File: src/rtl/sample_playback_tx.sv
// rtl/sample_playback_tx.sv - replays host-loaded IF samples as clk_sample / sample_valid / data
// Show-ahead sample FIFO, divided sample-clock generator and playback state machine.
module sample_playback_tx #(
    parameter int CLK_DIV     = 8,
    parameter int DEPTH_LOG2  = 4,
    parameter int PRIME_LEVEL = 4,
    parameter int DATA_W      = 8
) (
    input  logic                  clk_i,
    input  logic                  reset_ni,
    input  logic                  enable_i,
    input  logic                  flush_i,
    input  logic                  wr_en_i,
    input  logic [DATA_W-1:0]     wr_data_i,
    output logic                  full_o,
    output logic [DEPTH_LOG2:0]   fifo_level_o,
    output logic                  overflow_o,
    output logic [15:0]           underflow_count_o,
    output logic                  running_o,
    output logic                  clk_sample_o,
    output logic                  sample_valid_o,
    output logic [DATA_W-1:0]     data_o
);

    localparam int DEPTH = 1 << DEPTH_LOG2;
    localparam int PH_W  = $clog2(CLK_DIV);
    localparam int LVL_W = DEPTH_LOG2 + 1;
    localparam logic [PH_W-1:0]  PH_HALF_M1 = PH_W'(CLK_DIV / 2 - 1);
    localparam logic [PH_W-1:0]  PH_LAST    = PH_W'(CLK_DIV - 1);
    localparam logic [LVL_W-1:0] LVL_FULL   = LVL_W'(DEPTH);
    localparam logic [LVL_W-1:0] LVL_PRIME  = LVL_W'(PRIME_LEVEL);

    typedef enum logic [1:0] {IDLE, PRIME, RUN} state_t;

    logic [DATA_W-1:0]     mem [DEPTH];
    logic [DEPTH_LOG2-1:0] wr_ptr_q, rd_ptr_q;
    logic [LVL_W-1:0]      level_q, level_d;
    logic                  full_q, overflow_q;

    state_t                state_q;
    logic [PH_W-1:0]       ph_q;
    logic                  drain_q;
    logic                  clk_sample_q, sample_valid_q, running_q;
    logic [DATA_W-1:0]     data_q;
    logic [15:0]           underflow_q;

    logic fall_edge, draining, empty, push, pop;
    logic [DATA_W-1:0] head;

    assign empty     = (level_q == '0);
    assign head      = mem[rd_ptr_q];
    assign fall_edge = (state_q == RUN) && (ph_q == PH_HALF_M1);
    // Once enable drops in RUN the rest of the period is a drain: no pops, no underflow.
    assign draining  = drain_q || !enable_i;
    assign pop       = fall_edge && !draining && !empty;
    assign push      = wr_en_i && !full_q && !flush_i;

    always_comb begin
        level_d = level_q;
        if (push && !pop) level_d = level_q + 1'b1;
        else if (pop && !push) level_d = level_q - 1'b1;
    end

    always_ff @(posedge clk_i) begin
        if (push) mem[wr_ptr_q] <= wr_data_i;
    end

    always_ff @(posedge clk_i or negedge reset_ni) begin
        if (!reset_ni) begin
            wr_ptr_q   <= '0;
            rd_ptr_q   <= '0;
            level_q    <= '0;
            full_q     <= 1'b0;
            overflow_q <= 1'b0;
        end else if (flush_i) begin
            wr_ptr_q   <= '0;
            rd_ptr_q   <= '0;
            level_q    <= '0;
            full_q     <= 1'b0;
            overflow_q <= 1'b0;
        end else begin
            if (push) wr_ptr_q <= wr_ptr_q + 1'b1;
            if (pop)  rd_ptr_q <= rd_ptr_q + 1'b1;
            level_q <= level_d;
            full_q  <= (level_d == LVL_FULL);
            if (wr_en_i && full_q) overflow_q <= 1'b1;
        end
    end

    always_ff @(posedge clk_i or negedge reset_ni) begin
        if (!reset_ni) begin
            state_q        <= IDLE;
            ph_q           <= '0;
            drain_q        <= 1'b0;
            clk_sample_q   <= 1'b0;
            sample_valid_q <= 1'b0;
            running_q      <= 1'b0;
            data_q         <= '0;
            underflow_q    <= '0;
        end else begin
            if (flush_i) underflow_q <= '0;
            case (state_q)
                IDLE: begin
                    ph_q           <= '0;
                    drain_q        <= 1'b0;
                    clk_sample_q   <= 1'b0;
                    sample_valid_q <= 1'b0;
                    running_q      <= 1'b0;
                    if (enable_i) state_q <= PRIME;
                end
                PRIME: begin
                    clk_sample_q <= 1'b0;
                    if (!enable_i) begin
                        state_q <= IDLE;
                    end else if (level_q >= LVL_PRIME) begin
                        state_q      <= RUN;
                        ph_q         <= '0;
                        clk_sample_q <= 1'b1;
                        running_q    <= 1'b1;
                    end
                end
                RUN: begin
                    if (!enable_i) drain_q <= 1'b1;
                    if (ph_q == PH_LAST) begin
                        ph_q <= '0;
                        if (draining) begin
                            state_q        <= IDLE;
                            clk_sample_q   <= 1'b0;
                            sample_valid_q <= 1'b0;
                            running_q      <= 1'b0;
                            drain_q        <= 1'b0;
                        end else begin
                            clk_sample_q <= 1'b1;
                        end
                    end else begin
                        ph_q         <= ph_q + 1'b1;
                        clk_sample_q <= (ph_q < PH_HALF_M1);
                        if (fall_edge) begin
                            if (draining) begin
                                sample_valid_q <= 1'b0;
                            end else if (!empty) begin
                                data_q         <= head;
                                sample_valid_q <= 1'b1;
                            end else begin
                                sample_valid_q <= 1'b0;
                                if (!flush_i && underflow_q != 16'hFFFF)
                                    underflow_q <= underflow_q + 16'd1;
                            end
                        end
                    end
                end
                default: state_q <= IDLE;
            endcase
        end
    end

    assign full_o            = full_q;
    assign fifo_level_o      = level_q;
    assign overflow_o        = overflow_q;
    assign underflow_count_o = underflow_q;
    assign running_o         = running_q;
    assign clk_sample_o      = clk_sample_q;
    assign sample_valid_o    = sample_valid_q;
    assign data_o            = data_q;

endmodule
File: config.mk
export PLATFORM = sky130hd
export DESIGN_NAME = sample_playback_tx
export DESIGN_NICKNAME = d
export VERILOG_FILES = /design/src/rtl/sample_playback_tx.sv
export SDC_FILE = /design/constraint.sdc
export NUM_CORES = 1
export LEC_CHECK = 0
export CORE_MARGIN = 5
export CORE_UTILIZATION = 59
export DETAILED_ROUTE_END_ITERATION = 8
export PLACE_DENSITY = 0.79
export SYNTH_ARGS = -nofsm -noshare
export SYNTH_HDL_FRONTEND = slang
export SYNTH_SLANG_ARGS = --single-unit
File: constraint.sdc
create_clock -name clk_i -period 2.8 [get_ports clk_i]
set_input_delay 0.42 -clock clk_i [delete_from_list [all_inputs] [get_ports clk_i]]
set_output_delay 0.42 -clock clk_i [all_outputs]
set_load 0.01 [all_outputs]
==> results.md <==
* Critical path launch point type: register
* Reg2reg setup slack at 0.50 ns
* Number of buffers created by CTS at 17
* CTS clk-pin slew, worst paths at 0.06 ns
* Register area share after synthesis at 65.7%
* Fmax at 0.435 GHz
* Worst r2r path cells at 7
* Commonest cells post-synth: 128 x edfxtp_1, 48 x dfrtp_1, 38 x nor2_1, 32 x mux4_2, 31 x nand2_1
* IO Port Bufs at 46
* Critical path arrival at 2.66 ns
* Reg-to-reg endpoint: full_o$_DFF_PN0_
* CP bufs+invs at 0
* Area Overhead vs Synth at 15.9%
* Total gr overflow at 0
* Initial antenna violation count at 0
* Clock Path Buffers at 2
* Die ar. at 15400 um2
* R2R Path Start: ph_q[0]$_DFFE_PN0P_
* Rows at 41
* CTS tree: yes
* First-pass GRT wire length at 24.4 mm
* Setup Fix Bufs, Post-CTS at 0
* Final instance area at 8900 um2
* Area leader, netlist: edfxtp_1
* Synth area leaders: edfxtp_1 50%, dfrtp_1 16%, mux4_2 9.4%
* Synth Register Bits at 176
* Synth Flop Type: edfxtp_1
* Setup crit end kind: register
* Top-area cell type share of the netlist area at 50.0%
* Critical Path Fanout Max at 10
* Mapped cell area at 7680 um2
* Final wirelength at 14.9 mm
* Clock Skews at 0.00691 ns
* Filler cells at 843
* Req. time, crit path at 3.16 ns
* RSZ-0062 raised after global routing: false
* Number of global-route vias before repair at 4437
* Final max-slew violation count at 0
* CP most frequent cell: ha_1
* Final Hold Vio Count at 0
* Critical path class: reg2reg
* Crit-path slowest cell: dfrtp_1
* H-tree depth at 4
* Post-DP Area at 8320 um2
* Synthesized Nets at 519
* Count leader, synth: edfxtp_1
* Syn avg cell area at 15.7 um2
* Fraction of registers with async set/reset at 27.3%
* Distinct cells, synth at 53
* EDFF count, synth at 128
* CTS sink count at 176
* Clk Tree Root Cell: clkbuf_16
* Post-DRT Antenna Nets at 0
* Hold Path Class: in2async
* Biggest cell delay along the critical path at 0.40 ns
* Storage cell area at 5050 um2
* WL per Instance at 20.6 um
* Family with the most delay on the worst path: simple AND/OR/NAND/NOR gates
* Area of the multi-input gates at 2460 um2
* Max_cap viols at 0
* Cells after Synth at 490
* Worst skew pair latency at 0.42 ns
* Gr usage total at 21.6%
* DRT Pass-1 Iters at 4
* Final Cycle Share at 82.2%
* Tightest hold margin at 0.418 ns
* Vias/cell at 5.97
* Die Y at 124 um
* Post-cts gate resize count at 0
* I/O pin cnt at 47
* Synth Warn # at 0
* Tmin final at 2.30 ns
* DIE WIDTH at 124 um
* Layout cell share with drive strength beyond 1 at 16.2%
* Worst slew margin at 57.7%
* Setup TNS at 0 ns
* Worst-Margin Slew at 0.633 ns
* RePlAce Congestion at 0.828
* Iter 0 DRT Violations at 316
* VDD IR-drop max at 0.000437 V
* Status: finished, final reports clean
* # diodes at 0
* Total Nets Final at 570
* DR vias at 4336
* Largest net degree at the start of global routing at 37
* Residual DRC count at 0
* Crit-path cells: ha_1, ha_1, nand4b_1, nor2_2, xnor2_1, a221oi_1, and4_1
* Finished Core Util at 70.3%
* Core region area at 12700 um2
* DP HPWL at 9.70 mm
* Overall power at 5.59 mW
* Leak at 3.05 nW
* Final setup fails at 0
* Initial Util at 60.6%
* Pwr/cell area at 628 nW/um2
## how the worst max path moves through the flow
stage,from,endpoint,slack [ns],cells after the start
final,ph_q[0]$_DFFE_PN0P_,full_o$_DFF_PN0_,0.50,7
after detailed placement,enable_i,full_o$_DFF_PN0_,0.38,6
after CTS,ph_q[0]$_DFFE_PN0P_,full_o$_DFF_PN0_,0.51,7
after global placement,enable_i,underflow_count_o[14]$_DFF_PN0_,0.50,6
after floorplan,flush_i,mem[3][0]$_DFFE_PP_,0.68,3
after global routing,state_q[0]$_DFFE_PN0P_,full_o$_DFF_PN0_,0.26,7
## cell families (layout without fill, tap and decap cells)
kind of cell,after synthesis,in the layout,share of synthesized area [%]
and+or+nand+nor,140,140,10.8
buffers and inverters,40,104,2.46
AOI/OAI and AO/OA,37,37,3.16
adders and majority gates,16,16,2.61
xor gates and xnor gates,27,27,3.08
muxes,54,54,12.3
DFF,176,176,65.7
## cell type report
type | instances | area share [%]
tap | 172 | 2.42
clock inverter | 13 | 1.52
inverter | 13 | 0.548
sequential | 176 | 56.7
timing repair buffer | 59 | 6.38
clock buffer | 19 | 4.86
multi-input combinational | 274 | 27.6
## cells in the final DEF (no fill, tap or decap), types with 2 or more instances in the layout
cell type        count
a21oi_1             12
and2_1               4
and2b_1              2
and3_1               7
and4_1               7
buf_4               11
bufinv_16            2
clkbuf_1             2
clkbuf_16           17
clkdlybuf4s50_1     45
clkinv_1             3
clkinvlp_4           2
dfrtp_1             47
edfxtp_1           128
ha_1                16
inv_1               13
inv_6                4
mux2_1               2
mux2i_1             20
mux4_2              32
nand2_1             31
nand2b_1             3
nand3_1              7
nand4_1              8
nand4b_1             3
nor2_1              38
nor2b_1              2
nor3_1               4
nor3_2               6
nor3b_2              2
nor4_2               5
o21ai_0              7
o221ai_1             8
o22ai_1              2
xnor2_1             23
xor2_1               4
## routing by layer
metal | up-vias | track usage, % | wire length, um
li1 | 1969 | - | -
met5 | - | 0 | 0
met4 | 0 | 7.73 | 267
met1 | 2236 | 29.7 | 6530
met2 | 110 | 34.9 | 7430
met3 | 21 | 4.22 | 705
## power by group
group	switching (mW)	internal (mW)
Sequential	0.0512	2.86
Combinational	0.243	0.174
Clock	0.949	1.31
## through the flow
step | setup WS [ns] | cells
2_1_floorplan | 0.681 | 490
3_3_place_gp | 0.505 | 693
3_5_place_dp | 0.380 | 693
4_1_cts | 0.505 | 726
5_1_grt | 0.264 | 726
6_report | 0.499 | 726
## state kept, by name, indices dropped and copies added (netlist names), 2 cells and up
register and flops:
ph_q 3, underflow_count_o 16, wr_ptr_q 4, state_q 2, data_o 8, rd_ptr_q 4, mem 128, fifo_level_o 5
## timing repair
| item | 4_1_cts | 5_1_grt |
|---|---|---|
| hold buffers | 1 | 0 |
| hold endpoints to repair | 12 | 0 |
| endpoints found under the setup margin | 0 | 0 |
No activity file was read; power rests on OpenSTA's default activity.
